**config.mk**
```make
export PLATFORM = sky130hd
export DESIGN_NAME = vic_raster_gen
export DESIGN_NICKNAME = d
export VERILOG_FILES = /design/src/rtl/vic_raster_gen.sv
export SDC_FILE = /design/constraint.sdc
export NUM_CORES = 1
export LEC_CHECK = 0
export CAP_MARGIN = 20
export CORE_MARGIN = 1.5
export CORE_UTILIZATION = 30
export CTS_CLUSTER_SIZE = 16
export DETAILED_ROUTE_END_ITERATION = 8
export PLACE_DENSITY = 0.64
export SETUP_SLACK_MARGIN = 0.5
export SLEW_MARGIN = 0
export SYNTH_ARGS = -nofsm -noshare
export SYNTH_HDL_FRONTEND = slang
export SYNTH_SLANG_ARGS = --single-unit
```
**constraint.sdc**
```tcl
create_clock -name clkHDMI -period 3.3 [get_ports clkHDMI]
set_input_delay 0.99 -clock clkHDMI [delete_from_list [all_inputs] [get_ports clkHDMI]]
set_output_delay 0.99 -clock clkHDMI [all_outputs]
set_load 0.01 [all_outputs]
```
**src/rtl/vic_raster_gen.sv**
```systemverilog
`default_nettype none
// ============================================================================
//  Module      : vic_raster_gen
//  Description : Raster timing and colour output stage for the VIC-II video
//                path on the HDMI pixel clock. Generates sync/display-enable,
//                pixel position counters, border/background/pixel colour via
//                the fixed C64 palette, raster-compare IRQ and test patterns.
//  Revision    : 1.0 - initial release
// ============================================================================
module vic_raster_gen #(
  parameter int POS_W    = 10,
  parameter int H_ACTIVE = 720,
  parameter int H_FP     = 12,
  parameter int H_SYNC   = 64,
  parameter int H_BP     = 68,
  parameter int V_ACTIVE = 576,
  parameter int V_FP     = 5,
  parameter int V_SYNC   = 5,
  parameter int V_BP     = 39,
  parameter int SYNC_POL = 0,
  parameter int WIN_X0   = 40,
  parameter int WIN_X1   = 680,
  parameter int WIN_Y0   = 88,
  parameter int WIN_Y1   = 488
) (
  input  logic             clkHDMI,
  input  logic             reset,
  input  logic [1:0]       mode,
  input  logic [3:0]       border_col,
  input  logic [3:0]       bg_col,
  input  logic [3:0]       pixel_col_in,
  input  logic             pix_valid,
  input  logic [POS_W-1:0] raster_cmp,
  input  logic             irq_ack,
  output logic [POS_W-1:0] o_hpos,
  output logic [POS_W-1:0] o_vpos,
  output logic             o_hsync,
  output logic             o_vsync,
  output logic             o_display_on,
  output logic [3:0]       o_red,
  output logic [3:0]       o_green,
  output logic [3:0]       o_blue,
  output logic             o_frame_start,
  output logic             o_irq
);

  localparam int c_H_TOTAL = H_ACTIVE + H_FP + H_SYNC + H_BP;
  localparam int c_V_TOTAL = V_ACTIVE + V_FP + V_SYNC + V_BP;

  localparam logic [POS_W-1:0] c_H_LAST = POS_W'(c_H_TOTAL - 1);
  localparam logic [POS_W-1:0] c_V_LAST = POS_W'(c_V_TOTAL - 1);
  localparam logic [POS_W-1:0] c_H_ACT  = POS_W'(H_ACTIVE);
  localparam logic [POS_W-1:0] c_V_ACT  = POS_W'(V_ACTIVE);
  localparam logic [POS_W-1:0] c_HS_BEG = POS_W'(H_ACTIVE + H_FP);
  localparam logic [POS_W-1:0] c_HS_END = POS_W'(H_ACTIVE + H_FP + H_SYNC);
  localparam logic [POS_W-1:0] c_VS_BEG = POS_W'(V_ACTIVE + V_FP);
  localparam logic [POS_W-1:0] c_VS_END = POS_W'(V_ACTIVE + V_FP + V_SYNC);
  localparam logic [POS_W-1:0] c_X0     = POS_W'(WIN_X0);
  localparam logic [POS_W-1:0] c_X1     = POS_W'(WIN_X1);
  localparam logic [POS_W-1:0] c_Y0     = POS_W'(WIN_Y0);
  localparam logic [POS_W-1:0] c_Y1     = POS_W'(WIN_Y1);

  // Inactive sync level; XOR with the internal active flag gives the pin level.
  localparam logic c_SYNC_OFF = (SYNC_POL == 0);

  localparam logic [1:0] c_MODE_NORMAL = 2'd0;
  localparam logic [1:0] c_MODE_BARS   = 2'd1;
  localparam logic [1:0] c_MODE_BORDER = 2'd2;
  localparam logic [1:0] c_MODE_RAMP   = 2'd3;

  logic [POS_W-1:0] r_hpos;
  logic [POS_W-1:0] r_vpos;

  logic             w_active;
  logic             w_inwin;
  logic             w_hs_act;
  logic             w_vs_act;
  logic             w_frame_first;
  logic             w_irq_set;
  logic [3:0]       w_idx;
  logic [11:0]      w_rgb;

  // Fixed C64 palette, index to 4:4:4 RGB.
  function automatic logic [11:0] f_palette(input logic [3:0] idx);
    logic [11:0] rgb;
    rgb = 12'h000;
    case (idx)
      4'h0: rgb = 12'h000;
      4'h1: rgb = 12'hFFF;
      4'h2: rgb = 12'h833;
      4'h3: rgb = 12'h7CC;
      4'h4: rgb = 12'h848;
      4'h5: rgb = 12'h5A4;
      4'h6: rgb = 12'h339;
      4'h7: rgb = 12'hBB7;
      4'h8: rgb = 12'h852;
      4'h9: rgb = 12'h540;
      4'hA: rgb = 12'hC66;
      4'hB: rgb = 12'h444;
      4'hC: rgb = 12'h777;
      4'hD: rgb = 12'h9E8;
      4'hE: rgb = 12'h77D;
      4'hF: rgb = 12'hAAA;
    endcase
    return rgb;
  endfunction

  // Pixel/line counters: hpos wraps each line and carries into vpos.
  always_ff @(posedge clkHDMI or negedge reset) begin
    if (!reset) begin
      r_hpos <= '0;
      r_vpos <= '0;
    end else if (r_hpos == c_H_LAST) begin
      r_hpos <= '0;
      r_vpos <= (r_vpos == c_V_LAST) ? '0 : r_vpos + 1'b1;
    end else begin
      r_hpos <= r_hpos + 1'b1;
    end
  end

  assign o_hpos = r_hpos;
  assign o_vpos = r_vpos;

  // Timing decode and colour index selection for the current position.
  always_comb begin
    w_active      = (r_hpos < c_H_ACT) && (r_vpos < c_V_ACT);
    w_inwin       = (r_hpos >= c_X0) && (r_hpos < c_X1) &&
                    (r_vpos >= c_Y0) && (r_vpos < c_Y1);
    w_hs_act      = (r_hpos >= c_HS_BEG) && (r_hpos < c_HS_END);
    w_vs_act      = (r_vpos >= c_VS_BEG) && (r_vpos < c_VS_END);
    w_frame_first = (r_hpos == '0) && (r_vpos == '0);
    // Out-of-range compare values can never match because vpos never gets there.
    w_irq_set     = (r_hpos == '0) && (r_vpos == raster_cmp);

    w_idx = border_col;
    case (mode)
      c_MODE_NORMAL: begin
        if (w_inwin) w_idx = pix_valid ? pixel_col_in : bg_col;
        else         w_idx = border_col;
      end
      c_MODE_BARS:   w_idx = 4'(r_hpos >> 6);
      c_MODE_BORDER: w_idx = border_col;
      c_MODE_RAMP:   w_idx = r_vpos[3:0];
    endcase

    w_rgb = w_active ? f_palette(w_idx) : 12'h000;
  end

  // Single output register stage keeping syncs, enable, colour and frame pulse aligned.
  always_ff @(posedge clkHDMI or negedge reset) begin
    if (!reset) begin
      o_hsync       <= c_SYNC_OFF;
      o_vsync       <= c_SYNC_OFF;
      o_display_on  <= 1'b0;
      o_red         <= 4'h0;
      o_green       <= 4'h0;
      o_blue        <= 4'h0;
      o_frame_start <= 1'b0;
    end else begin
      o_hsync       <= w_hs_act ^ c_SYNC_OFF;
      o_vsync       <= w_vs_act ^ c_SYNC_OFF;
      o_display_on  <= w_active;
      o_red         <= w_rgb[11:8];
      o_green       <= w_rgb[7:4];
      o_blue        <= w_rgb[3:0];
      o_frame_start <= w_frame_first;
    end
  end

  // Raster IRQ latch: a new compare event takes priority over a same-cycle ack.
  always_ff @(posedge clkHDMI or negedge reset) begin
    if (!reset) begin
      o_irq <= 1'b0;
    end else if (w_irq_set) begin
      o_irq <= 1'b1;
    end else if (irq_ack) begin
      o_irq <= 1'b0;
    end
  end

endmodule
`default_nettype wire
```
==> results of run 1 <==
-- flip-flops by register name (all words and copies together), names as in the netlist --
signal / cells
o_frame_start: 1
o_display_on: 1
o_hpos: 10
o_irq: 1
o_blue: 4
o_green: 4
o_vsync: 1
o_hsync: 1
o_red: 4
o_vpos: 10
-- power by group through the flow --
stage	logic, uW	clock network [uW]	registers (uW)
after floorplan	113	0	504
after global placement	237	0	490
after detailed placement	241	0	491
after CTS	253	334	481
after global routing	277	350	483
final	255	327	481
-- final timing paths --
| check | from | slack [ns] | depth (start not counted) | to |
|---|---|---|---|---|
| min reg2reg | o_hpos[0] | 0.54 | 1 | o_hpos[0] |
| min | o_hpos[0] | 0.54 | 1 | o_hpos[0] |
| max | pix_valid | 0.59 | 8 | o_blue[1] |
| min in group asynchronous | reset | 1.12 | 2 | o_red[3] |
| max reg2reg | o_vpos[7] | 0.70 | 8 | o_red[3] |
| max in group asynchronous | reset | 1.83 | 2 | o_hsync |
-- stage by stage --
stage	cells	hold WS (ns)	utilization, %	area, um^2
floorplan	279	0.550	-	2610
global placement	443	0.525	40.6	3370
detailed placement	443	0.532	40.6	3370
CTS	456	0.548	42.5	3530
global route	456	0.588	42.8	3550
finish	456	0.540	42.8	3550
-- cells in the final DEF, fill, tap and decap left out, drive strengths merged, types with 3 or more instances in the layout --
cell / synthesis / final
nor2b: 4 / 4
clkinvlp: 0 / 3
and2: 4 / 4
buf: 8 / 16
a211oi: 10 / 10
o21ai: 30 / 30
or3: 3 / 3
a31oi: 9 / 9
mux2i: 3 / 3
nor4: 4 / 4
mux2: 4 / 4
nand2: 23 / 23
nor3: 5 / 5
clkbuf: 8 / 5
ha: 15 / 15
xor2: 8 / 8
a21oi: 7 / 7
nand4: 8 / 8
inv: 12 / 12
nor2: 30 / 30
clkdlybuf4s50: 0 / 62
o41ai: 3 / 3
xnor2: 11 / 11
dfrtp: 35 / 35
nand3: 9 / 9
-- routing by layer --
| layer | up-vias | wire (um) | share of wire (%) |
|---|---|---|---|
| li1 | 1138 | - | - |
| met1 | 1087 | 2940 | 44 |
| met2 | 60 | 3440 | 51 |
| met3 | 6 | 283 | 4.2 |
| met4 | 0 | 66 | 0.98 |
| met5 | - | 0 | 0 |
-- cell families after synthesis --
group	Yosys count	share of synthesized area, %
buffers and inverters	28	5.69
xor gates and xnor gates	19	6.42
and+or+nand+nor	99	19.7
AOI/OAI and AO/OA	74	22.2
DFF	37	35.8
adders and majority gates	15	7.24
muxes	7	2.89
-- cell type report --
class	instances	area share, %
Clock buffer	5	1.94
Clock inverter	3	0.634
Inverter	12	1.27
Multi-Input combinational cell	214	44.2
Sequential cell	37	26.2
Tap cell	105	3.70
Timing Repair Buffer	80	22.1
-- repair_timing --
| item | in CTS | in global routing |
|---|---|---|
| pin swaps | 2 | 2 |
| endpoints found under the hold margin | 0 | 0 |
| gates cloned | 0 | 0 |
| endpoints found under the setup margin | 11 | 11 |
| hold buffers | 0 | 0 |
| buffers inserted | 5 | 0 |
| gates resized for setup | 9 | 5 |
==> metrics.yaml, run 1 <==
outcome:
  status: "complete, no violations"
pwr:
  clock_power_share_pct: 30.8
  leakage_uw: 0.00141
  power.switching_uw: 300
  p_comb_share_pct: 24.0
  power_density_nw_per_um2: 300
  irDropWorstVdd_uv: 151
  p_sw_share_pct: 28.2
  power_uw: 1060
  power_frac_seq_pct: 45.2
  p_int_uw: 764
drt:
  vias: 2291
  drt_wl_total_mm: 6.73
  remaining_drc_errors: 0
  drt_iter0_drc: 97
  ant_nets: 0
  drt_pre_antenna_iters: 4
  vias_per_cell: 5.02
  avgRoutedWirePerCell_um: 14.8
timing:
  tightest_slew_ns: 0.655
  fmax_mhz: 369
  worst_slack_ns: 0.593
  setup_viol: 0
  maxSlewViolCount: 0
  grt_setup_unrepaired: "yes"
  fin_skew_ns: 0.00803
  min_period_over_period_pct: 82.0
  slew_headroom_pct: 56.0
  fin_setup_tns_ns: 0
  min_period_ns: 2.71
  hold_viol_final: 0
synthesis:
  ys_warn_count: 0
  syn_avg_cell_area_um2: 9.30
  postSynthCellCount: 279
  synthArstFlopShare_pct: 100
  ys_ff_latch: 37
  yosysTopAreaCellShare_pct: 33.8
  synth.cells.most_frequent: "dfrtp_1 (35), nor2_1 (28), o21ai_0 (22)"
  syn-cell-area_um2: 2590
  synth_edf_count: 0
  syn_nets: 322
  yosysTopAreaCell: "dfrtp_1"
  yosysMostFrequentCell: "dfrtp_1"
  netlist_top_cells_area: "dfrtp_1 (34%), ha_1 (7.2%), o21ai_0 (4.2%), nor2_1 (4.1%), a211oi_2 (3.9%)"
  ys_types: 57
  ys.flop_type: "dfrtp_1"
  synth_seq_area_share_pct: 35.8
cells_and_area:
  area_growth_pct: 36.9
  diodes: 0
  nets: 393
  drive_gt1_share_pct: 19.9
  ff_latch_area_um2: 928
  fillers: 829
  multi_input_area_um2: 1570
clocking:
  cts_tree: "yes"
  clock_sinks: 37
  htreeDepth: 2
  insertion_delay_ns: 0.29
  clkTransAtPathRegs_ns: 0.08
  clockRootBuffer: "clkbuf_8"
  cts.path.max_buffers: 2
  cts_buffers: 5
worst_setup_path:
  crit_path_start_kind: "input pin"
  cp_slowest_cell: "clkdlybuf4s50_1"
  critical-path-max-stage-delay_ns: 0.51
  cp_max_fo: 6
  crit_buf_inv: 2
  cp_top_family: "buffers and inverters"
  required_ns: 3.44
  cp.arrival_ns: 2.85
  path_class: "in2reg"
  path_cells: "clkdlybuf4s50_1, mux2_2, o41ai_2, o21ai_2, buf_4, and2_1, o21ai_1, a31oi_1"
  end_kind: "flop"
die:
  rows: 33
  dieArea_um2: 9210
  die_w_um: 96.0
  ios: 65
  die_h_um: 96.0
  core-area_um2: 8300
  initial_core_util_pct: 31.3
placement:
  gp_congestion: 0.896
  hpwl_mm: 4.99
  dp_slack_ns: 0.0627
  port_buffers: 64
worst_hold_path:
  hold_path_class: "reg2reg"
global_route:
  grt_first_pass_wirelength_mm: 10.7
  grt_most_used_layer: "met2"
  use_met1_pct: 19.0
  grt_max_degree: 38
  use_met2_pct: 25.8
  grt_pass1_vias: 2188
  grt_overflow: 0
  track_usage_pct: 15.1
  met3_usage_pct: 3.24
  antenna_found_initial: 0
run:
  maxCapViolations: 0
Power figures use the tool's default switching activity.
==> run 2: changes to the inputs <==
==> constraint.sdc (replaced) <==
create_clock -name clkHDMI -period 2.85 [get_ports clkHDMI]
set_input_delay 0.855 -clock clkHDMI [delete_from_list [all_inputs] [get_ports clkHDMI]]
set_output_delay 0.855 -clock clkHDMI [all_outputs]
set_load 0.01 [all_outputs]
==> run 2 against run 1 <==
Largest cell class unchanged; clock skew grew 0.0018 ns; largest power group unchanged; utilization is 4.7 points higher; sequential cell count unchanged; die area unchanged; highest routed layer unchanged; setup slack got worse by 0.12 ns; sequential power increased by 16%; non-clock buffer count is 29 higher; design area rose by 11%.
==> metrics.yaml, run 2 (synthesis gave the netlist of run 1 again) <==
global_route:
  grt_overflow: 0
  grt_pass1_vias: 2411
  antenna_found_initial: 0
  track_usage_pct: 16.0
  grt_max_degree: 38
  grt_first_pass_wirelength_mm: 11.4
placement:
  postPlaceCellArea_um2: 3620
  hpwl_mm: 5.20
  port_buffers: 64
  gp_congestion: 0.913
  dp_slack_ns: -0.207
drt:
  dr_wl_met3_um: 304
  drt_wl_total_mm: 6.90
  drt_iter0_drc: 75
  remaining_drc_errors: 0
  drt_pre_antenna_iters: 4
  wl_met1_mm: 2.78
  avgRoutedWirePerCell_um: 14.2
  wl_met2_mm: 3.74
  ant_nets: 0
  vias: 2445
  top_layer: "met4"
  vias_per_cell: 5.04
worst_setup_path:
  crit_end: "o_green[3]"
  path_cells: "clkdlybuf4s50_1, mux2_2, o41ai_2, o21ai_4, buf_6, ha_1, a21oi_2, nor2_1"
  cp_max_fo: 8
  path_class: "in2reg"
  ff2ff_setup_slack_ns: 0.48
  required_ns: 3.00
  reg2reg_from: "o_hpos[8]"
  cp.arrival_ns: 2.53
  critical-path-max-stage-delay_ns: 0.39
  end_kind: "flop"
  cp_slowest_cell: "clkdlybuf4s50_1"
  cp-startpoint: "pixel_col_in[2]"
  r2r_cells: 9
  crit_path_start_kind: "input pin"
  reg2reg_to: "o_green[3]"
timing:
  hold_viol_final: 0
  worst_slack_ns: 0.477
  min_period_over_period_pct: 83.3
  slew_headroom_pct: 67.8
  fmax_mhz: 421
  fin_skew_ns: 0.00981
  tightest_slew_ns: 0.482
  grt_setup_unrepaired: "yes"
  setup_viol: 0
  maxSlewViolCount: 0
  min_period_ns: 2.37
clocking:
  clock_sinks: 37
  cts_buffers: 5
  insertion_delay_ns: 0.29
  clkTransAtPathRegs_ns: 0.07
  cts_tree: "yes"
  cts.path.max_buffers: 2
  htreeDepth: 2
  clockRootBuffer: "clkbuf_8"
die:
  initial_core_util_pct: 31.3
  dieArea_um2: 9210
  die_h_um: 96.0
  die_w_um: 96.0
  core-area_um2: 8300
  ios: 65
  rows: 33
pwr:
  power_uw: 1280
  irDropWorstVdd_uv: 145
  leakage_uw: 0.00160
  power_density_nw_per_um2: 325
cells_and_area:
  diodes: 0
  fin_area_um2: 3940
  final_common_cell: "clkdlybuf4s50_1"
  final_cell_mix: "clkdlybuf4s50_1 (58), buf_4 (38), dfrtp_1 (34)"
  nets: 422
  area_growth_pct: 51.9
  drive_gt1_share_pct: 29.5
worst_hold_path:
  hold_path_class: "reg2reg"
outcome:
  status: "complete, no violations"
run:
  maxCapViolations: 0
-- run 2: changes by cell type in the layout (fill, tap and decap cells not counted), moves of 4 or more --
| cell | before | now |
|---|---|---|
| buf_4 | 14 | 38 |
| buf_6 | 0 | 4 |
| clkdlybuf4s50_1 | 62 | 58 |
| ha_4 | 1 | 5 |
-- run 2: worst max-delay path: cells and delay by family --
family / cells / cell delay [ns]
multiplexers: 1 / 0.28
AO/OA/AOI/OAI: 3 / 0.56
buffers and inverters: 2 / 0.56
adder cells (fa/ha/maj): 1 / 0.21
AND/OR/NAND/NOR: 1 / 0.05
-- run 2: what timing repair did --
item	in CTS	in global routing
endpoints found under the hold margin	0	0
gates resized for setup	31	14
pin swaps	20	11
setup buffers	7	5
setup endpoints to repair	12	14
hold buffers	0	0
-- run 2: metrics by stage --
step	std cells	hold slack, ns	util, %	setup TNS (ns)
global placement	465	0.535	43.6	-1.08
floorplan	279	0.550	-	0
detailed placement	465	0.526	43.6	-1.69
CTS	480	0.536	46.2	0
finish	485	0.551	47.5	0
global route	485	0.565	47.5	0
-- run 2: worst min-delay path by stage --
stage	startpoint	to	depth (start not counted)	slack, ns
after floorplan	o_hpos[0]	o_hpos[0]	1	0.55
after global placement	o_hpos[0]	o_hpos[0]	1	0.54
after detailed placement	o_hpos[0]	o_hpos[0]	1	0.53
after CTS	o_hpos[0]	o_hpos[0]	1	0.54
after global routing	o_hpos[0]	o_hpos[0]	1	0.56
final	o_hpos[0]	o_hpos[0]	1	0.55
-- run 2: power breakdown --
group | total, uW | switching, uW | leakage [uW] | internal (uW)
Clock | 375 | 178 | 0.0000455 | 197
Combinational | 347 | 153 | 0.00109 | 195
Sequential | 558 | 6.98 | 0.000464 | 551
Total | 1280 | 337 | 0.00160 | 943
-- run 2: area by class of cell --
cell class | count | area (um^2)
fill | 792 | 4360
multi-input combinational | 214 | 1720
timing repair buffer | 109 | 1010
sequential | 37 | 930
tap | 105 | 131
clock buffer | 8 | 90.1
inverter | 12 | 52.6
-- run 2: metal layers --
metal  vias to the layer above  GRT usage, %
met4                         0          4.78
met3                         8          3.71
li1                       1199             -
met1                      1172          18.7
met5                         -             0
met2                        66          28.8
==> run 3: changes to the inputs <==
==> constraint.sdc (replaced) <==
create_clock -name clkHDMI -period 2.4 [get_ports clkHDMI]
set_input_delay 0.72 -clock clkHDMI [delete_from_list [all_inputs] [get_ports clkHDMI]]
set_output_delay 0.72 -clock clkHDMI [all_outputs]
set_load 0.01 [all_outputs]
==> run 3 against run 2 <==
Sequential power is 18% higher; clock-buffer cell count is 3 lower; design area is 6.5% higher; clock power is 25% higher; hold slack worse by 0.22 ns; routed wire length is 10% higher; utilization is 3.1 points higher.
==> metrics.yaml, run 3 (synthesis gave the netlist of run 1 again) <==
timing:
  grt_setup_unrepaired: "yes"
  fin_skew_ns: 0.0136
  tightest_slew_ns: 0.529
  slew_headroom_pct: 64.6
  maxSlewViolCount: 0
  setup_viol: 0
  min_period_over_period_pct: 99.5
  fmax_mhz: 419
  hold_viol_final: 0
  min_period_ns: 2.39
cells_and_area:
  drive_gt1_share_pct: 38.7
  final_common_cell: "buf_4"
  diodes: 0
  fin_cells: 506
  fillers: 775
  area_growth_pct: 61.8
  nets: 443
  final_util_pct: 50.6
  final_cell_mix: "buf_4 (48), dfrtp_1 (30), clkdlybuf4s50_1 (24)"
die:
  dieArea_um2: 9210
  core-area_um2: 8300
  rows: 33
  ios: 65
  die_w_um: 96.0
  die_h_um: 96.0
  initial_core_util_pct: 31.3
placement:
  hpwl_mm: 5.53
  port_buffers: 64
  place_inst: 476
  gp_congestion: 0.858
global_route:
  grt_pass1_vias: 2519
  grt_overflow: 0
  track_usage_pct: 16.7
  antenna_found_initial: 0
  grt_first_pass_wirelength_mm: 11.8
  grt_max_degree: 21
worst_setup_path:
  cp_slowest_cell: "or4_4"
  end_kind: "flop"
  cp_max_fo: 7
  critical-path-max-stage-delay_ns: 0.58
  path_class: "reg2reg"
  cp.arrival_ns: 2.54
  crit_buf_inv: 3
  path_cells: "or4_4, o221a_4, buf_6, a31oi_4, o21ai_4, buf_12, buf_6, a211oi_2, a211oi_2"
  crit_path_start_kind: "flop"
  cp_top_family: "compound AO/OA/AOI/OAI gates"
  required_ns: 2.55
clocking:
  cts_buffers: 5
  clkTransAtPathRegs_ns: 0.09
  cts_hold_buf: 0
  clock_sinks: 37
  cts_tree: "yes"
  cts.path.max_buffers: 2
  insertion_delay_ns: 0.30
  htreeDepth: 2
  clockRootBuffer: "clkbuf_8"
worst_hold_path:
  hold_path_class: "in2async"
drt:
  drt_pre_antenna_iters: 4
  drt_wl_total_mm: 7.61
  drt_iter0_drc: 58
  ant_nets: 0
  vias_per_cell: 4.96
  avgRoutedWirePerCell_um: 15.0
  vias: 2508
  remaining_drc_errors: 0
pwr:
  power_density_nw_per_um2: 365
  irDropWorstVdd_uv: 189
  leakage_uw: 0.00191
  power_uw: 1530
outcome:
  status: "complete, no violations"
run:
  maxCapViolations: 0
run 3: path summary, 6_finish.rpt:
| check | startpoint | endpoint | slack (ns) | depth (start not counted) |
|---|---|---|---|---|
| min in group clkHDMI | o_irq | o_irq | 0.54 | 2 |
| max | o_hpos[7] | o_red[0] | 0.01 | 9 |
| max in group asynchronous | reset | o_vsync | 1.41 | 2 |
| max reg2reg | o_hpos[7] | o_red[0] | 0.01 | 9 |
| min | reset | o_hpos[8] | 0.33 | 1 |
| min reg2reg | o_irq | o_irq | 0.54 | 2 |
run 3: area by class of cell:
cell class	instances	area [um^2]	share of cell area (%)
well taps	105	131	3.13
multi-input cells	214	1770	42.2
clock buffers	5	68.8	1.64
flip-flops and latches	37	935	22.3
repair buffers	130	1220	29.1
inverters	12	45.0	1.07
clock inverters	3	25.0	0.596
run 3: what timing repair did:
| action | 4_1_cts | 5_1_grt |
|---|---|---|
| pin swaps | 23 | 18 |
| setup buffers | 13 | 9 |
| setup endpoints to repair | 40 | 43 |
| gates resized for setup | 65 | 61 |
run 3: routing by layer:
metal | part of all wire [%] | wire, um | global-route usage, %
met1 | 42 | 3190 | 19.5
met2 | 52 | 3930 | 31.2
met3 | 4.9 | 369 | 2.92
met4 | 1.5 | 116 | 3.92
met5 | 0 | 0 | 0
run 3: metrics by stage:
stage,setup slack (ns),hold WS [ns],cell area (um^2),TNS [ns]
4_1_cts,0.0313,0.339,3940,0
3_3_place_gp,-0.456,0.519,3650,-4.97
2_1_floorplan,-0.0377,0.424,2650,-0.221
6_report,0.0128,0.327,4200,0
5_1_grt,-0.0530,0.356,4200,-0.325
3_5_place_dp,-0.560,0.527,3650,-5.67
run 3: power breakdown:
group	internal [uW]	switching, uW
Combinational	219	182
Clock	212	256
Sequential	654	6.82
Total	1090	446
